`src/rtl/mem_port_arbiter.sv`:
```
// Round-robin arbiter sharing one req/gnt/rvalid memory port between the
// instruction-fetch master (m0) and the data master (m1), with in-order response routing.
module mem_port_arbiter #(
    parameter int ADDR_W    = 32,
    parameter int DATA_W    = 32,
    parameter int MAX_OUTST = 2
) (
    input  logic                  clk_i,
    input  logic                  rst_i,

    input  logic                  m0_req_i,
    output logic                  m0_gnt_o,
    input  logic [ADDR_W-1:0]     m0_addr_i,
    input  logic                  m0_we_i,
    input  logic [DATA_W/8-1:0]   m0_be_i,
    input  logic [DATA_W-1:0]     m0_wdata_i,
    output logic                  m0_rvalid_o,
    output logic [DATA_W-1:0]     m0_rdata_o,

    input  logic                  m1_req_i,
    output logic                  m1_gnt_o,
    input  logic [ADDR_W-1:0]     m1_addr_i,
    input  logic                  m1_we_i,
    input  logic [DATA_W/8-1:0]   m1_be_i,
    input  logic [DATA_W-1:0]     m1_wdata_i,
    output logic                  m1_rvalid_o,
    output logic [DATA_W-1:0]     m1_rdata_o,
    output logic                  m1_err_o,

    output logic                  slv_req_o,
    input  logic                  slv_gnt_i,
    output logic [ADDR_W-1:0]     slv_addr_o,
    output logic                  slv_we_o,
    output logic [DATA_W/8-1:0]   slv_be_o,
    output logic [DATA_W-1:0]     slv_wdata_o,
    input  logic                  slv_rvalid_i,
    input  logic [DATA_W-1:0]     slv_rdata_i,
    input  logic                  slv_err_i,

    output logic                  busy_o,
    output logic                  proto_err_o
);

    localparam int CNT_W = $clog2(MAX_OUTST + 1);
    localparam int PTR_W = (MAX_OUTST > 1) ? $clog2(MAX_OUTST) : 1;
    localparam logic [CNT_W-1:0] MAX_CNT  = CNT_W'(MAX_OUTST);
    localparam logic [PTR_W-1:0] LAST_PTR = PTR_W'(MAX_OUTST - 1);

    logic [MAX_OUTST-1:0] fifo_q, fifo_d;
    logic [PTR_W-1:0]     wr_ptr_q, wr_ptr_d;
    logic [PTR_W-1:0]     rd_ptr_q, rd_ptr_d;
    logic [CNT_W-1:0]     count_q, count_d;
    logic                 last_id_q;
    logic                 lock_q;
    logic                 lock_id_q;
    logic                 proto_err_q;

    logic sel;
    logic full;
    logic has_outst;
    logic handshake;
    logic pop;
    logic head;

    function automatic logic [PTR_W-1:0] ptr_inc(input logic [PTR_W-1:0] p);
        return (p == LAST_PTR) ? '0 : p + 1'b1;
    endfunction

    // A stalled request keeps ownership of the slave port until it is granted.
    always_comb begin
        sel = 1'b0;
        if (lock_q)
            sel = lock_id_q;
        else if (m0_req_i && m1_req_i)
            sel = ~last_id_q;
        else if (m1_req_i)
            sel = 1'b1;
    end

    assign full      = (count_q == MAX_CNT);
    assign has_outst = (count_q != '0);
    assign slv_req_o = (m0_req_i | m1_req_i) & ~full & ~rst_i;
    assign handshake = slv_req_o & slv_gnt_i;
    assign m0_gnt_o  = handshake & ~sel;
    assign m1_gnt_o  = handshake & sel;

    assign slv_addr_o  = sel ? m1_addr_i  : m0_addr_i;
    assign slv_we_o    = sel ? m1_we_i    : m0_we_i;
    assign slv_be_o    = sel ? m1_be_i    : m0_be_i;
    assign slv_wdata_o = sel ? m1_wdata_i : m0_wdata_i;

    assign head        = fifo_q[rd_ptr_q];
    assign pop         = slv_rvalid_i & has_outst & ~rst_i;
    assign m0_rvalid_o = pop & ~head;
    assign m1_rvalid_o = pop & head;
    assign m1_err_o    = m1_rvalid_o & slv_err_i;
    assign m0_rdata_o  = slv_rdata_i;
    assign m1_rdata_o  = slv_rdata_i;

    assign busy_o      = has_outst;
    assign proto_err_o = proto_err_q;

    always_comb begin
        fifo_d   = fifo_q;
        wr_ptr_d = wr_ptr_q;
        rd_ptr_d = rd_ptr_q;
        count_d  = count_q;
        if (handshake) begin
            fifo_d[wr_ptr_q] = sel;
            wr_ptr_d         = ptr_inc(wr_ptr_q);
        end
        if (pop)
            rd_ptr_d = ptr_inc(rd_ptr_q);
        case ({handshake, pop})
            2'b10:   count_d = count_q + 1'b1;
            2'b01:   count_d = count_q - 1'b1;
            default: count_d = count_q;
        endcase
    end

    always_ff @(posedge clk_i) begin
        if (rst_i) begin
            fifo_q      <= '0;
            wr_ptr_q    <= '0;
            rd_ptr_q    <= '0;
            count_q     <= '0;
            last_id_q   <= 1'b1;
            lock_q      <= 1'b0;
            lock_id_q   <= 1'b0;
            proto_err_q <= 1'b0;
        end else begin
            fifo_q   <= fifo_d;
            wr_ptr_q <= wr_ptr_d;
            rd_ptr_q <= rd_ptr_d;
            count_q  <= count_d;
            if (handshake) begin
                last_id_q <= sel;
                lock_q    <= 1'b0;
            end else if (slv_req_o) begin
                lock_q    <= 1'b1;
                lock_id_q <= sel;
            end
            // A response with nothing outstanding is a slave protocol violation.
            if (slv_rvalid_i && !has_outst)
                proto_err_q <= 1'b1;
        end
    end

    always_ff @(posedge clk_i) begin
        if (!rst_i) begin
            assert (count_q <= MAX_CNT);
            assert (!(m0_gnt_o && m1_gnt_o));
        end
    end

endmodule

```
`config.mk`:
```
export PLATFORM = sky130hd
export DESIGN_NAME = mem_port_arbiter
export DESIGN_NICKNAME = d
export VERILOG_FILES = /design/src/rtl/mem_port_arbiter.sv
export SDC_FILE = /design/constraint.sdc
export NUM_CORES = 1
export LEC_CHECK = 0
export BUFFER_PORTS_ARGS = -buffer_cell sky130_fd_sc_hd__buf_2
export CORE_AREA = 8 8 116 118
export CTS_CLUSTER_SIZE = 16
export DETAILED_ROUTE_END_ITERATION = 10
export DIE_AREA = 0 0 124 126
export PLACE_DENSITY_LB_ADDON = 0.08
export SYNTH_ARGS = -nofsm -noshare
export SYNTH_HDL_FRONTEND = slang
export SYNTH_SLANG_ARGS = --single-unit
```
`constraint.sdc`:
```
create_clock -name clk_i -period 3.2 [get_ports clk_i]
set_input_delay 0.48 -clock clk_i [delete_from_list [all_inputs] [get_ports clk_i]]
set_output_delay 0.48 -clock clk_i [all_outputs]
set_load 0.01 [all_outputs]
```
==> run summary <==
Status = completed
Clk slew on worst S/H paths = 0.04 ns
Iter 0 DRT Violations = 20
Final Max Slew Viols = 0
Final WS setup = 0.805 ns
Yosys cell types = 30
Filler Cells Inserted = 1311
Crit path kind = primary input to output port
GR Util All Layers = 0.0950
Final hold violation count = 0
Setup WS pre-CTS = 0.797 ns
Seq/Total Area, Yosys = 0.0992
Crit path max-delay family = buffers and inverters
Dpl hpwl = 7320 µm
Critical path fanouts, max = 33
Layout Nets = 532
WHS Path Cells = 2
CTS root buffer = clkbuf_16
Worst Path Buf+Inv = 3
Worst R2R End = count_q[1]$_SDFFE_PP0P_
Hold Path Sink = proto_err_o$_SDFFE_PP0P_
Initial Util = 0.172
Worst R2R Path Depth = 5
Detailed-route DRC error count = 0
Worst Tran Pin Value = 0.462 ns
DR vias = 1961
Reg-to-reg slack, setup = 1.44 ns
Pre-Repair DR Iteration Count = 4
IO Count = 318
Clk Latency, worst-skew pair = 0.24 ns
Post-synthesis average cell area = 10.2 µm²
Maximum VDD drop = 0.170 mV
Mapped Cells = 198
Fin area = 2860 µm²
FF+latch count, synth = 10
Synth top area cells = mux2_4 33%, buf_4 24%, mux2_2 14%
Slowest cell on crit path = buf_4
Crit-path cells = buf_2 > a21boi_2 > mux2i_4 > buf_4 > mux2_2 > buf_2
Mapped Area = 2020 µm²
Critical Path Source Type = primary input
CP max stage delay = 0.43 ns
Synth cell count leaders = 64 x buf_4, 44 x mux2_4, 25 x mux2_2
Ys Warns = 0
Initial antenna violation count = 1
CTS tree = built
Die area = 15600 µm²
Area Overhead vs Synth = 41.5%
Die height = 126 µm
Post-CTS sizing = 0
# Post-CTS Setup Buffers = 0
Fin crit share = 0.749
First-pass GRT wire length = 11800 µm
Max Cap Viol = 0
Placer Congestion = 0.699
Min cycle time layout = 2.40 ns
Ratio of cells with drive above 1 in the final layout = 0.855
Endpoints failing setup = 0
Synth Net Count = 376
Cts hold-fix bufs = 0
# diodes = 0
Area leader, netlist = mux2_4
Die width = 124 µm
Detailed Route WL = 8260 µm
GR Overflow Total = 0
Clock Sinks = 10
CP endpoint kind = output port
Pwr Density = 302 nW/µm²
Port Buffers = 221
Hold path start = proto_err_o$_SDFFE_PP0P_
Vias/cell = 3.93
FF-to-FF Start = count_q[0]$_SDFFE_PP0P_
Unrepaired setup endpoints after global routing = false
ANT nets after route = 0
FMAX = 417 MHz
Arrival time worst endpoint = 1.92 ns
CTS Buf Count = 3
Clk buf depth = 2
Top_reg_cell synth = dfxtp_1
Cell Rows = 40
Relative slew slack = 0.692
H-tree depth = 1
Number of synthesized flops with an enable pin = 0
WL/cell = 16.6 µm
Setup_tns = 0 ns
Worst path most repeated cell = buf_2
Final Skew = 0.00459 ns
Pin count of the biggest net entering global routing = 43
Required @ worst endpoint = 2.72 ns
LEAKAGE = 1.62 nW
CORE AREA = 11700 µm²
Ys async rst share = 0
Min-delay worst type = flip-flop to flip-flop
Most common cell in the netlist = buf_4
Vias in the first global route = 2086
Placed inst area = 2780 µm²
Share of the synthesized area in the top cell type = 0.327
==> routing by layer <==
metal | vias to the layer above | global-route usage | wire, µm
met2 | 168 | 0.168 | 3990
met1 | 850 | 0.0999 | 2880
met3 | 11 | 0.0442 | 1330
met5 | - | 0 | 0
met4 | 0 | 0.0182 | 62
li1 | 932 | - | -
==> power by group <==
part	internal [mW]	leakage (nW)	total (mW)	switching [mW]
Combinational	0.283	1.50	0.492	0.209
Sequential	0.138	0.0823	0.151	0.0130
Clock	0.162	0.0370	0.219	0.0574
Total	0.582	1.62	0.862	0.279
==> stage by stage <==
| step | power [mW] | hold slack (ns) | instances | util |
|---|---|---|---|---|
| floorplan | 0.532 | 0.482 | 198 | - |
| detailed placement | 0.654 | 0.467 | 496 | 0.238 |
| global route | 0.920 | 0.485 | 499 | 0.244 |
| CTS | 0.882 | 0.477 | 499 | 0.244 |
| finish | 0.862 | 0.468 | 499 | 0.244 |
| global placement | 0.655 | 0.461 | 496 | 0.238 |
==> registers in the layout, summed over array words and instances, names as in the netlist <==
name,count
proto_err_o,1
count_q,2
rd_ptr_q,1
lock_id_q,1
wr_ptr_q,1
lock_q,1
last_id_q,1
fifo_q,2
==> cell families (layout without fill, tap and decap cells) <==
| group | Yosys count | count (layout) | share of synthesized area |
|---|---|---|---|
| buf+inv | 77 | 231 | 0.286 |
| xor+xnor | 3 | 3 | 0.0130 |
| simple gates | 20 | 20 | 0.0521 |
| mux | 72 | 72 | 0.488 |
| flops | 10 | 10 | 0.0992 |
| fa+ha+maj | 1 | 1 | 0.00620 |
| compound gates | 15 | 15 | 0.0558 |
==> worst max path at each step <==
stage / cells after the start / to / startpoint / slack [ns]
floorplan: 5 / slv_addr_o[0] / m1_req_i / 1.28
CTS: 6 / slv_wdata_o[9] / m1_req_i / 0.79
global route: 6 / slv_wdata_o[6] / m1_req_i / 0.72
global placement: 6 / slv_wdata_o[6] / m1_req_i / 0.80
finish: 6 / slv_wdata_o[9] / m1_req_i / 0.80
detailed placement: 6 / slv_wdata_o[9] / m1_req_i / 0.80
==> worst register-to-register path: stages, from the launching register on <==
cell	delay, ns
dfxtp_1	0.36
o21ai_0	0.36
nor2_1	0.11
ha_1	0.35
or3_1	0.35
a21oi_1	0.14
==> area by class of cell <==
cell class / count / area (µm²) / area share
clock buffer: 3 / 75.1 / 0.0263
multi-input combinational: 111 / 1240 / 0.435
timing repair buffer: 224 / 1140 / 0.399
inverter: 4 / 15.0 / 0.00526
sequential: 10 / 200 / 0.0701
tap: 147 / 184 / 0.0644
==> layout by cell type (no fill, tap or decap), types with 2 or more instances in the layout <==
master	netlist	final
a21oi_1	3	3
a311oi_1	2	2
a31oi_1	2	2
and2_1	3	3
buf_2	2	221
buf_4	64	2
clkbuf_16	0	3
dfxtp_1	10	10
inv_1	4	4
mux2_2	25	25
mux2_4	44	44
mux2i_1	2	2
nand2b_1	2	2
nor2_1	8	8
nor2b_1	2	2
nor3_1	2	2
o21ai_0	3	3
xor2_1	2	2
Note: power is estimated with default switching activity, not from simulation.
